[src/rtl/sram_ctrl_pkg.sv]
// ============================================================================
// Module      : sram_ctrl_pkg
// Description : Shared macro geometry and clear-FSM state encoding for the
//               SRAM bank controller.
// Revision    : 1.0 - initial release
// ============================================================================
`default_nettype none

package sram_ctrl_pkg;

    localparam int MACRO_AW = 8;
    localparam int MACRO_DW = 8;

    typedef enum logic [0:0] {
        S_CLEAR = 1'b0,
        S_RUN   = 1'b1
    } clr_state_e;

endpackage

`default_nettype wire

[src/rtl/sram_ctrl_arb.sv]
// ============================================================================
// Module      : sram_ctrl_arb
// Description : Core-priority two-port arbiter with a saturating host
//               starvation counter that forces one host slot.
// Revision    : 1.0 - initial release
// ============================================================================
`default_nettype none

module sram_ctrl_arb #(
    parameter int STARVE_MAX = 7
) (
    input  logic clk,
    input  logic reset_n,
    input  logic core_req_i,
    input  logic host_req_i,
    input  logic ready_i,
    output logic core_sel_o,
    output logic host_forced_o,
    output logic host_gnt_o
);

    localparam int CNT_W = (STARVE_MAX < 1) ? 1 : $clog2(STARVE_MAX + 1);

    logic [CNT_W-1:0] cnt_q;
    logic [CNT_W-1:0] cnt_d;
    logic             w_host_sel;

    always_comb begin
        host_forced_o = (cnt_q == CNT_W'(STARVE_MAX)) && host_req_i;
        w_host_sel    = host_forced_o || (!core_req_i && host_req_i);
        core_sel_o    = core_req_i && !host_forced_o;
        host_gnt_o    = w_host_sel && ready_i;
        cnt_d         = cnt_q;
        if (host_gnt_o) begin
            cnt_d = '0;
        end else if (host_req_i && (cnt_q != CNT_W'(STARVE_MAX))) begin
            cnt_d = cnt_q + 1'b1;
        end
    end

    always_ff @(posedge clk or negedge reset_n) begin
        if (!reset_n) begin
            cnt_q <= '0;
        end else begin
            cnt_q <= cnt_d;
        end
    end

endmodule

`default_nettype wire

[src/rtl/sram_bank_ctrl.sv]
// ============================================================================
// Module      : sram_bank_ctrl
// Description : Two-port (core/host) controller for an array of 256x8 SRAM
//               macros. Optional power-up clear: SRAM_CTRL_CLEAR_EN.
// Revision    : 1.0 - initial release
// ============================================================================
`default_nettype none

module sram_bank_ctrl
    import sram_ctrl_pkg::*;
#(
    parameter int DATA_W     = 16,
    parameter int ADDR_W     = 10,
    parameter int STARVE_MAX = 7
) (
    input  logic                                  clk,
    input  logic                                  reset_n,
    input  logic                                  core_en,
    input  logic                                  core_we,
    input  logic [DATA_W/8-1:0]                   core_be,
    input  logic [ADDR_W-1:0]                     core_addr,
    input  logic [DATA_W-1:0]                     core_wdata,
    output logic                                  core_stall,
    output logic [DATA_W-1:0]                     core_rdata,
    input  logic                                  host_req,
    input  logic                                  host_we,
    input  logic [ADDR_W-1:0]                     host_addr,
    input  logic [DATA_W-1:0]                     host_wdata,
    output logic                                  host_gnt,
    output logic                                  host_rvalid,
    output logic [DATA_W-1:0]                     host_rdata,
    output logic                                  ready,
    output logic [2**(ADDR_W-MACRO_AW)-1:0]       sram_cen_n,
    output logic [2**(ADDR_W-MACRO_AW)-1:0]       sram_gwen_n,
    output logic [DATA_W-1:0]                     sram_wen_n,
    output logic [MACRO_AW-1:0]                   sram_a,
    output logic [DATA_W-1:0]                     sram_d,
    input  logic [(2**(ADDR_W-MACRO_AW))*DATA_W-1:0] sram_q
);

    localparam int BANKS  = 2**(ADDR_W - MACRO_AW);
    localparam int LANES  = DATA_W / MACRO_DW;
    localparam int BANK_W = (ADDR_W > MACRO_AW) ? (ADDR_W - MACRO_AW) : 1;

    logic              w_ready;
    logic              w_go;
    logic              w_core_req;
    logic              w_core_sel;
    logic              w_host_forced;
    logic              w_host_gnt;
    logic              w_act;
    logic              w_we;
    logic [ADDR_W-1:0] w_addr;
    logic [DATA_W-1:0] w_wdata;
    logic [DATA_W-1:0] w_wmask;
    logic [BANK_W-1:0] w_bank;
    logic [DATA_W-1:0] w_q_sel;

    logic [BANK_W-1:0] rd_bank_q;
    logic              rd_host_q;
    logic [DATA_W-1:0] host_rdata_q;

`ifdef SRAM_CTRL_CLEAR_EN
    clr_state_e          state_q;
    clr_state_e          state_d;
    logic [MACRO_AW-1:0] clr_addr_q;
    logic [MACRO_AW-1:0] clr_addr_d;

    always_comb begin
        state_d    = state_q;
        clr_addr_d = clr_addr_q;
        if (state_q == S_CLEAR) begin
            clr_addr_d = clr_addr_q + 1'b1;
            if (clr_addr_q == '1) begin
                state_d = S_RUN;
            end
        end
    end

    always_ff @(posedge clk or negedge reset_n) begin
        if (!reset_n) begin
            state_q    <= S_CLEAR;
            clr_addr_q <= '0;
        end else begin
            state_q    <= state_d;
            clr_addr_q <= clr_addr_d;
        end
    end

    assign w_ready = (state_q == S_RUN);
`else
    assign w_ready = 1'b1;
`endif

    assign ready = w_ready;
    assign w_go  = reset_n && w_ready;

    // A core write with no byte lanes enabled is a no-op and does not compete.
    assign w_core_req = core_en && (!core_we || (|core_be));

    sram_ctrl_arb #(
        .STARVE_MAX (STARVE_MAX)
    ) u_arb (
        .clk           (clk),
        .reset_n       (reset_n),
        .core_req_i    (w_core_req),
        .host_req_i    (host_req),
        .ready_i       (w_go),
        .core_sel_o    (w_core_sel),
        .host_forced_o (w_host_forced),
        .host_gnt_o    (w_host_gnt)
    );

    assign core_stall = reset_n && w_core_req && (w_host_forced || !w_ready);
    assign host_gnt   = w_host_gnt;

    always_comb begin
        w_wmask = '0;
        for (int l = 0; l < LANES; l++) begin
            w_wmask[l*MACRO_DW +: MACRO_DW] = {MACRO_DW{core_be[l]}};
        end
        w_addr  = core_addr;
        w_we    = core_we;
        w_wdata = core_wdata;
        w_act   = w_core_sel && w_go;
        if (w_host_gnt) begin
            w_addr  = host_addr;
            w_we    = host_we;
            w_wdata = host_wdata;
            w_wmask = '1;
            w_act   = 1'b1;
        end
    end

    generate
        if (ADDR_W > MACRO_AW) begin : g_bank_dec
            assign w_bank = w_addr[ADDR_W-1:MACRO_AW];
        end else begin : g_bank_one
            assign w_bank = '0;
        end
    endgenerate

    always_comb begin
        sram_cen_n  = '1;
        sram_gwen_n = '1;
        sram_wen_n  = '1;
        sram_a      = w_addr[MACRO_AW-1:0];
        sram_d      = w_wdata;
        if (w_act) begin
            sram_cen_n[w_bank] = 1'b0;
            if (w_we) begin
                sram_gwen_n[w_bank] = 1'b0;
                sram_wen_n          = ~w_wmask;
            end
        end
`ifdef SRAM_CTRL_CLEAR_EN
        // Every bank zeroes the same macro row in parallel.
        if (reset_n && (state_q == S_CLEAR)) begin
            sram_cen_n  = '0;
            sram_gwen_n = '0;
            sram_wen_n  = '0;
            sram_a      = clr_addr_q;
            sram_d      = '0;
        end
`endif
    end

    assign w_q_sel = sram_q[int'(rd_bank_q)*DATA_W +: DATA_W];

    always_ff @(posedge clk or negedge reset_n) begin
        if (!reset_n) begin
            rd_bank_q    <= '0;
            rd_host_q    <= 1'b0;
            host_rdata_q <= '0;
        end else begin
            rd_host_q <= w_host_gnt && !host_we;
            if (w_act && !w_we) begin
                rd_bank_q <= w_bank;
            end
            if (rd_host_q) begin
                host_rdata_q <= w_q_sel;
            end
        end
    end

    // Macro Q holds until the bank's next access, so the core path is a plain mux.
    assign core_rdata  = w_q_sel;
    assign host_rvalid = rd_host_q;
    assign host_rdata  = rd_host_q ? w_q_sel : host_rdata_q;

endmodule

`default_nettype wire

[config.mk]
export PLATFORM = sky130hd
export DESIGN_NAME = sram_bank_ctrl
export DESIGN_NICKNAME = d
export VERILOG_FILES = /design/src/rtl/sram_ctrl_pkg.sv /design/src/rtl/sram_ctrl_arb.sv /design/src/rtl/sram_bank_ctrl.sv
export SDC_FILE = /design/constraint.sdc
export NUM_CORES = 1
export LEC_CHECK = 0
export CAP_MARGIN = 40
export CORE_MARGIN = 1.5
export CORE_UTILIZATION = 27
export CTS_CLUSTER_DIAMETER = 40
export DETAILED_ROUTE_END_ITERATION = 12
export GPL_TIMING_DRIVEN = 0
export PLACE_DENSITY = 0.89
export SLEW_MARGIN = 25
export SYNTH_ARGS = -nofsm -noshare
export SYNTH_HDL_FRONTEND = slang
export SYNTH_SLANG_ARGS = --single-unit
[constraint.sdc]
create_clock -name clk -period 2.1 [get_ports clk]
set_input_delay 0.315 -clock clk [delete_from_list [all_inputs] [get_ports clk]]
set_output_delay 0.315 -clock clk [all_outputs]
set_load 0.01 [all_outputs]
Word level (Yosys, flattened, before mapping)
Cells that the tools add are included.
{"block": "totals", "reg_bits": 22, "in_bits": 124, "out_inout_bits": 84, "elab_cells": 48}
{"block": "classes", "addsub": 1, "magnitude_cmp": 2, "n_eq_ne": 2, "shifts": 1, "mux": 15, "bitwise": 2, "n_reduce_logical": 21}
{"cell": "$mux 16", "count": 5}
{"cell": "$shiftx 64x7->16", "count": 1}
{"cell": "$not 16->16", "count": 1}
{"cell": "$logic_and 1x1->1", "count": 12}
{"cell": "$mux 4", "count": 3}
{"cell": "$mux 10", "count": 1}
{"cell": "$mux 3", "count": 2}
{"cell": "$logic_not 1->1", "count": 5}
{"cell": "$not 4->4", "count": 1}
{"cell": "$add 3x1->3 const B", "count": 1}
{"cell": "$eq 3x3->1 const B", "count": 1}
{"cell": "$lt 2x3->1 const B", "count": 1}
{"cell": "$mux 1", "count": 3}
{"cell": "$ne 3x3->1 const B", "count": 1}
{"cell": "$demux 1 s2", "count": 1}
{"cell": "$ge 2x1->1 const B", "count": 1}
{"cell": "$logic_or 1x1->1", "count": 2}
{"cell": "$reduce_bool 2->1", "count": 1}
{"cell": "$reduce_or 2->1", "count": 1}

Logic depth before layout (Yosys ltp)
Gate-level depths: netlist of the first run.
{"block": "logic_depth", "depth_word": 15, "depth_mapped": 7, "ltp_nobuf": 6}

Modules after synthesis
A second synthesis of the first run with hierarchy kept.
{"block": "hier_totals", "hier_cells": 245, "area_unflattened_um2": 2342.2}
{"mod": "sram_bank_ctrl", "instances": 1, "cells_per_inst": 229, "area_per_inst_um2": 2163.3, "seq_area_each_um2": 475.5}
{"mod": "sram_ctrl_arb", "instances": 1, "cells_per_inst": 16, "area_per_inst_um2": 178.9, "seq_area_each_um2": 75.1}

Least setup slack after synthesis of the first run
No wires, ideal clock.
{"block": "synth_timing", "path_type": "reg-to-output", "start": "reg u_arb.cnt_q[0]", "end": "out sram_wen_n[10]", "t_arrival_ps": 2253, "t_required_ps": 1785, "path_slack_ps": -468, "path_stages_with_launch": 8, "n_path_buf": 2, "path_cell_list": "dfrtp_1 -> ha_1 -> ha_1 -> nor2b_1 -> a21boi_4 -> buf_6 -> o21ai_0 -> buf_4"}
{"block": "synth_via", "elab_chain_len": 8, "word_cells_on_any_way": 13, "cone_classes": "eq/ne (1); mux (5); bitwise (1); reduce/logical (6)"}
{"item": "start, declared", "line_no": "sram_ctrl_arb.sv:24", "rtl": "logic [CNT_W-1:0] cnt_q;"}
{"item": "start signal, assigned", "line_no": "sram_ctrl_arb.sv:45", "rtl": "cnt_q <= cnt_d;"}
{"item": "$eq 3x3->1 *", "line_no": "sram_ctrl_arb.sv:29", "rtl": "host_forced_o = (cnt_q == CNT_W'(STARVE_MAX)) && host_req_i;"}
{"item": "$logic_and 1x1->1 *", "line_no": "sram_ctrl_arb.sv:29"}
{"item": "$logic_or 1x1->1 *", "line_no": "sram_ctrl_arb.sv:30", "rtl": "w_host_sel = host_forced_o || (!core_req_i && host_req_i);"}
{"item": "$logic_and 1x1->1 *", "line_no": "sram_ctrl_arb.sv:32", "rtl": "host_gnt_o = w_host_sel && ready_i;"}
{"item": "net host_gnt", "line_no": "sram_bank_ctrl.sv:29", "rtl": "output logic host_gnt,"}
{"item": "$mux 16", "line_no": "sram_bank_ctrl.sv:126", "rtl": "if (w_host_gnt) begin"}
{"item": "$not 16->16", "line_no": "sram_bank_ctrl.sv:153", "rtl": "sram_wen_n = ~w_wmask;"}
{"item": "$mux 16", "line_no": "sram_bank_ctrl.sv:151", "rtl": "if (w_we) begin"}
{"item": "$mux 16 *", "line_no": "sram_bank_ctrl.sv:149", "rtl": "if (w_act) begin"}
{"item": "end, declared", "line_no": "sram_bank_ctrl.sv:35", "rtl": "output logic [DATA_W-1:0] sram_wen_n,"}
Mark *: on every way through the listed nets, which the timed path passes. The rest lies on a longest branch.

Worst setup path in the final report of the first run
{"block": "layout_timing", "start": "in core_en", "end": "out sram_a[5]"}
{"block": "layout_via", "elab_chain_len": 6}
{"item": "start, declared", "line_no": "sram_bank_ctrl.sv:18", "rtl": "input logic core_en,"}
{"item": "$logic_and 1x1->1", "line_no": "sram_bank_ctrl.sv:99", "rtl": "assign w_core_req = core_en && (!core_we || (|core_be));"}
{"item": "$logic_not 1->1", "line_no": "sram_ctrl_arb.sv:30"}
{"item": "$logic_and 1x1->1", "line_no": "sram_ctrl_arb.sv:30"}
{"item": "$logic_or 1x1->1", "line_no": "sram_ctrl_arb.sv:30"}
{"item": "$logic_and 1x1->1", "line_no": "sram_ctrl_arb.sv:32"}
{"item": "$mux 10", "line_no": "sram_bank_ctrl.sv:126"}
{"item": "end, declared", "line_no": "sram_bank_ctrl.sv:36", "rtl": "output logic [MACRO_AW-1:0] sram_a,"}
Every way passes these cells.

==> impl_metrics.ini, run 1 <==
[power_and_ir_drop]
power_uw = 3300
combPwrFrac = 0.711
p_per_area_nw_per_um2 = 665
netSwitchingPower_uw = 1090
leakagePower_uw = 0.00220
power_frac_seq = 0.208
p_sw_frac = 0.329
peakVddDrop_mv = 0.301
clkPwrFrac = 0.081
p_int_uw = 2210

[floorplanning]
rows = 31
die_y_um = 89.4
io_pins = 208
core_um2 = 7250
die-area_um2 = 7990
start_util = 0.278
die_width_um = 89.4

[run]
cap_violations = 0

[layout]
finish.instance_area_um2 = 4960
num_antenna_cells = 0
synthToLayoutAreaGrowth_pct = 146
finalNetCount = 548
nFillCells = 507
seq_area_um2 = 551
multi_input_area_um2 = 1450
final_core_util = 0.683
drive_gt1_frac = 0.510

[setup_path]
endpoint_kind = output port
start_kind = input pin
r2r_cells = 9
rrSetupSlack_ns = 0.14
worst-setup-path-type = in -> out
critPathMaxFanout = 8
arrival_ns = 2.09
r2r_end = rd_bank_q[0]$_DFFE_PN0P_
worstPathRequired_ns = 1.78
r2r-start = u_arb.cnt_q[1]$_DFFE_PN0P_

[drt]
drtPass1Iterations = 4
ant_nets = 0
first_iter_violations = 64
drc = 0
wl_per_cell_um = 18.5
vias_per_cell = 4.88
route.vias.total = 2533
postRouteWirelength_um = 9610

[cts]
cts_buffers = 3
cts_tree = done
htreeDepth = 1
clk_latency_ns = 0.27
clkTransAtPathRegs_ns = 0.08
cts_root_buf = clkbuf_8
cts_sinks = 22
clockBufferDepth = 2

[min_path]
hp-class = in -> async

[global_route]
antenna_found_initial = 0
gr-max-usage-layer = met2
use_met1 = 0.206
track_usage = 0.214
globalRoute.totalOverflow = 0
use_met3 = 0.0591
grt_pass1_vias = 2660
gr-usage-met2 = 0.422
grt_pass1_wl_um = 13000
grt_max_degree = 23

[timing]
relSlewSlack = 0.644
setup_ws_ns = -0.302
tightest_slew_ns = 0.533
finalCriticalPeriod_ns = 2.40
fin_crit_sh = 1.14
drv_slew = 0
max_clock_freq_ghz = 0.416
fin_worst_skew_ns = 0.00316
finalSetupViolCount = 60
hold_violations = 0
rsz0062_at_grt = yes

[logic_synthesis]
synth_top_area_share = 0.273
synth_edf_count = 0
synth-async-reset-ratio = 1.00
synth_cell_types = 29
synth_commonest_cells = mux2_2, buf_4, dfrtp_1
seq_area_frac_synth = 0.273
syn-cell-area_um2 = 2020
synthTopCellsByArea = dfrtp_1, mux2_2, mux4_2, buf_4, nand2_1
postSynthCellCount = 176
yosys.area.top_type = dfrtp_1
synth.most_common_cell = mux2_2
synth_top_flop_cell = dfrtp_1
yosys_warnings = 0
ys_ff_latch = 22
avgSynthCellArea_um2 = 11.5
synth_fp_nets = 302

[run_status]
status = finished with violations
violations = negative setup slack

[placed_design]
place_area_um2 = 4200
port_buffers = 206
pre_cts_ws_ns = -0.994
dpl.hpwl_um = 6480
place_congestion = 0.804
==> routing by layer <==
layer / vias up / part of all wire
met5: - / 0
met4: 0 / 0.035
met3: 23 / 0.11
met2: 174 / 0.54
met1: 1221 / 0.31
li1: 1115 / -
==> area by class of cell <==
cell class                 count  share of cell area
multi-input combinational    121               0.293
buffer                        21              0.0492
clock buffer                   3             0.00833
tap                           99              0.0250
timing repair buffer         252               0.512
sequential                    22               0.111
inverter                       1            0.000757
==> how the worst max path moves through the flow <==
stage | startpoint | to | depth (start not counted)
2_1_floorplan | u_arb.cnt_q[0]$_DFFE_PN0P_ | sram_wen_n[10] | 7
3_5_place_dp | core_we | sram_a[5] | 7
3_3_place_gp | reset_n | sram_a[5] | 7
4_1_cts | u_arb.cnt_q[1]$_DFFE_PN0P_ | sram_wen_n[12] | 11
6_report | core_en | sram_a[5] | 8
5_1_grt | u_arb.cnt_q[0]$_DFFE_PN0P_ | sram_wen_n[15] | 11
==> worst max-delay path: stages <==
cell and delay, ns:
clkdlybuf4s50_1 0.54, nor2b_4 0.20, a21boi_4 0.18, buf_12 0.16, buf_8 0.11, mux2_2 0.32, buf_4 0.12, buf_2 0.13
==> sequential cells by signal, indices dropped and copies added (netlist names) <==
signal	count
host_rdata_q	16
u_arb.cnt_q	3
rd_bank_q	2
host_rvalid	1
==> power groups by stage <==
stage,combinational (uW),sequential [uW],clock [uW]
finish,2340,685,266
CTS,2190,679,275
global route,2480,699,290
global placement,1720,666,0
floorplan,834,657,0
detailed placement,1780,681,0
==> cells by family after synthesis <==
kind of cell	synth area share
muxes	0.428
and+or+nand+nor	0.0962
other	0.00186
adders and majority gates	0.0124
DFF	0.273
AOI/OAI and AO/OA	0.0664
buffers and inverters	0.122
==> cell usage in the layout, fill, tap and decap left out, types with 2 or more instances in the layout <==
master           count
clkdlybuf4s50_1    119
buf_6               86
mux2_4              37
buf_4               25
dfrtp_1             22
mux4_2              16
nand2_1             13
buf_2               11
dlygate4sd2_1       11
nor2_1               7
clkbuf_2             7
buf_12               5
nand2b_1             5
clkbuf_8             4
nor2b_1              4
buf_8                4
o21ai_0              4
a21oi_1              3
mux2i_4              3
mux2_2               3
o21ai_4              2
nand2_2              2
or3_1                2
o211a_1              2
a22oi_1              2
a221o_1              2
buf_16               2
clkdlybuf4s15_1      2
==> stage by stage <==
| step | setup TNS [ns] | hold WS [ns] | cells |
|---|---|---|---|
| after floorplan | -0.651 | 0.0194 | 176 |
| after global placement | -85.75 | 0.478 | 481 |
| after detailed placement | -49.23 | 0.363 | 481 |
| after CTS | -12.30 | 0.341 | 511 |
| after global routing | -15.72 | 0.244 | 519 |
| final | -11.37 | 0.201 | 519 |
==> repair_timing <==
action                                  in CTS  in global routing
gates cloned                                 4                  0
resized for setup                          438                 25
setup buffers                               34                  9
hold buffers                                 1                  0
endpoints found under the hold margin       22                  0
pin swaps                                    8                  6
endpoints found under the setup margin      82                 74
No activity file was read; power rests on OpenSTA's default activity.
==> inputs of run 2 (changes only) <==
--- a/config.mk
+++ b/config.mk
@@ -6,7 +6,7 @@
 export NUM_CORES = 1
 export LEC_CHECK = 0
 export CAP_MARGIN = 40
-export CORE_MARGIN = 1.5
+export CORE_MARGIN = 2
 export CORE_UTILIZATION = 27
 export CTS_CLUSTER_DIAMETER = 40
 export DETAILED_ROUTE_END_ITERATION = 12
==> run 2 against run 1 <==
Against the previous run: the flow still finishes with violations (negative setup slack); count of clock-buffer cells in the layout stayed put; cell count is 1.7% higher; core utilization is 2.5 points higher; global-route usage is 0.66 points lower; worst hold slack better by 0.0085 ns; sequential cell count stayed put; via count is 0.28% higher; critical path type is now reg -> out; critical endpoint is now sram_wen_n[12].
==> impl_metrics.ini, run 2 (synthesized netlist as in run 1, its figures left out) <==
[cts]
cts_sinks = 22
clk_latency_ns = 0.26
cts_root_buf = clkbuf_8
clkTransAtPathRegs_ns = 0.08
cts_buffers = 3
htreeDepth = 1
clockBufferDepth = 2
cts_tree = done

[timing]
drv_slew = 0
max_clock_freq_ghz = 0.403
hold_violations = 0
finalCriticalPeriod_ns = 2.48
rsz0062_at_grt = yes
finalSetupViolCount = 61
tightest_slew_ns = 0.519
setup_ws_ns = -0.380
fin_worst_skew_ns = 0.00194
fin_crit_sh = 1.18
relSlewSlack = 0.654

[layout]
finalNetCount = 556
drive_gt1_frac = 0.506
synthToLayoutAreaGrowth_pct = 155
seq_area_um2 = 551
final_cell_mix = clkdlybuf4s50_1, buf_6, mux2_4, buf_4, dfrtp_1
top_register = host_rdata_q
final_core_util = 0.708
largest_reg_flops = 16
multi_input_area_um2 = 1500
nFillCells = 469
top_regs = host_rdata_q: 16 flops, u_arb.cnt_q: 3 flops, rd_bank_q: 2 flops
layout_commonest_cell = clkdlybuf4s50_1
num_antenna_cells = 0

[setup_path]
crit_family = buffers and inverters
r2r_end = rd_bank_q[1]$_DFFE_PN0P_
r2r-start = u_arb.cnt_q[0]$_DFFE_PN0P_
r2r_cells = 8
rrSetupSlack_ns = 0.23
crit_top_cell = buf_6
crit_buf_inv = 5
start_kind = flip-flop
worstPathRequired_ns = 1.78
crit_slowest_cell = dfrtp_1
worst-setup-path-type = reg -> out
arrival_ns = 2.16
endpoint_kind = output port
crit_chain = ha_2, ha_4, nor2b_4, buf_6, a21oi_4, o21a_4, o21ai_4, buf_6, buf_6, buf_6, buf_6
cpPeakStageDelay_ns = 0.40
critPathMaxFanout = 5

[global_route]
grt_pass1_vias = 2722
grt_max_degree = 23
grt_pass1_wl_um = 13600
antenna_found_initial = 0
track_usage = 0.208
globalRoute.totalOverflow = 0

[drt]
vias_per_cell = 4.81
wl_met3_um = 737
wl_per_cell_um = 18.8
route.vias.total = 2540
drtPass1Iterations = 4
first_iter_violations = 80
wl_met1_um = 3480
drc = 0
postRouteWirelength_um = 9920
met2_length_um = 5420
ant_nets = 0
top_layer = met4

[min_path]
hp-class = in -> async

[floorplanning]
core_um2 = 7250
die_y_um = 90.4
rows = 31
die_width_um = 90.4
io_pins = 208
die-area_um2 = 8170
start_util = 0.278

[run]
cap_violations = 0

[power_and_ir_drop]
leakagePower_uw = 0.00239
power_uw = 3460
peakVddDrop_mv = 0.275
p_per_area_nw_per_um2 = 673

[run_status]
status = finished with violations
violations = negative setup slack

[placed_design]
dpl.hpwl_um = 6450
place_congestion = 0.771
port_buffers = 206
-- run 2: cell count changes in the layout (fill, tap and decap cells not counted), moves of 2 or more --
cell,before,now
clkbuf_2,7,2
buf_4,25,27
mux2_2,3,1
buf_16,2,0
mux2_4,37,40
buf_12,5,1
buf_2,11,6
dlymetal6s2s_1,0,17
clkdlybuf4s15_1,2,0
dlygate4sd2_1,11,4
buf_6,86,100
buf_8,4,1
-- run 2: worst max path at each step --
stage,slack [ns],cells after the start,start,end
3_3_place_gp,-1.69,7,reset_n,sram_a[5]
4_1_cts,-0.42,10,u_arb.cnt_q[1]$_DFFE_PN0P_,sram_a[7]
2_1_floorplan,-0.05,7,u_arb.cnt_q[0]$_DFFE_PN0P_,sram_wen_n[10]
3_5_place_dp,-0.98,7,core_we,sram_a[3]
5_1_grt,-0.44,11,u_arb.cnt_q[0]$_DFFE_PN0P_,sram_wen_n[12]
6_report,-0.38,11,u_arb.cnt_q[0]$_DFFE_PN0P_,sram_wen_n[12]
-- run 2: worst reg2reg max path: stages (launching register included) --
cell,delay (ns)
dfrtp_1,0.40
ha_2,0.21
ha_4,0.19
nor2b_4,0.16
buf_4,0.15
a21boi_4,0.08
buf_6,0.13
or3_1,0.34
o211a_1,0.12
-- run 2: layer usage --
| layer | vias to the layer above | global-route usage |
|---|---|---|
| li1 | 1135 | - |
| met1 | 1224 | 0.209 |
| met2 | 163 | 0.409 |
| met3 | 18 | 0.0501 |
| met4 | 0 | 0.0782 |
| met5 | - | 0 |
-- run 2: power by group --
group	switching [uW]	internal (uW)	total, uW
combinational	862	1510	2380
clock	145	255	399
sequential	76.8	605	682
total	1080	2370	3460
-- run 2: area by class of cell --
cell class / instances / share of cell area
tap: 99 / 0.0241
clock buffer: 3 / 0.00804
buffer: 24 / 0.0499
timing repair buffer: 256 / 0.512
sequential: 22 / 0.107
multi-input combinational: 122 / 0.292
clock inverter: 1 / 0.00585
inverter: 1 / 0.000731
-- run 2: repair_timing --
action                                 CTS  global route
endpoints found under the hold margin   22             0
hold buffers                             1             0
gates resized for setup                315           143
pin swaps                                7             6
gates cloned                             4             1
setup endpoints to repair               82            82
buffers inserted                        30            17
-- run 2: per-stage QoR --
step / worst slack [ns] / cell area [um2] / instances / TNS (ns) / hold WS (ns)
finish: -0.380 / 5140 / 528 / -14.01 / 0.209
global placement: -1.69 / 4210 / 481 / -84.81 / 0.478
CTS: -0.416 / 4580 / 520 / -16.39 / 0.326
detailed placement: -0.978 / 4200 / 481 / -47.57 / 0.367
floorplan: -0.0465 / 2020 / 176 / -0.651 / 0.0194
global route: -0.442 / 5140 / 528 / -18.09 / 0.251
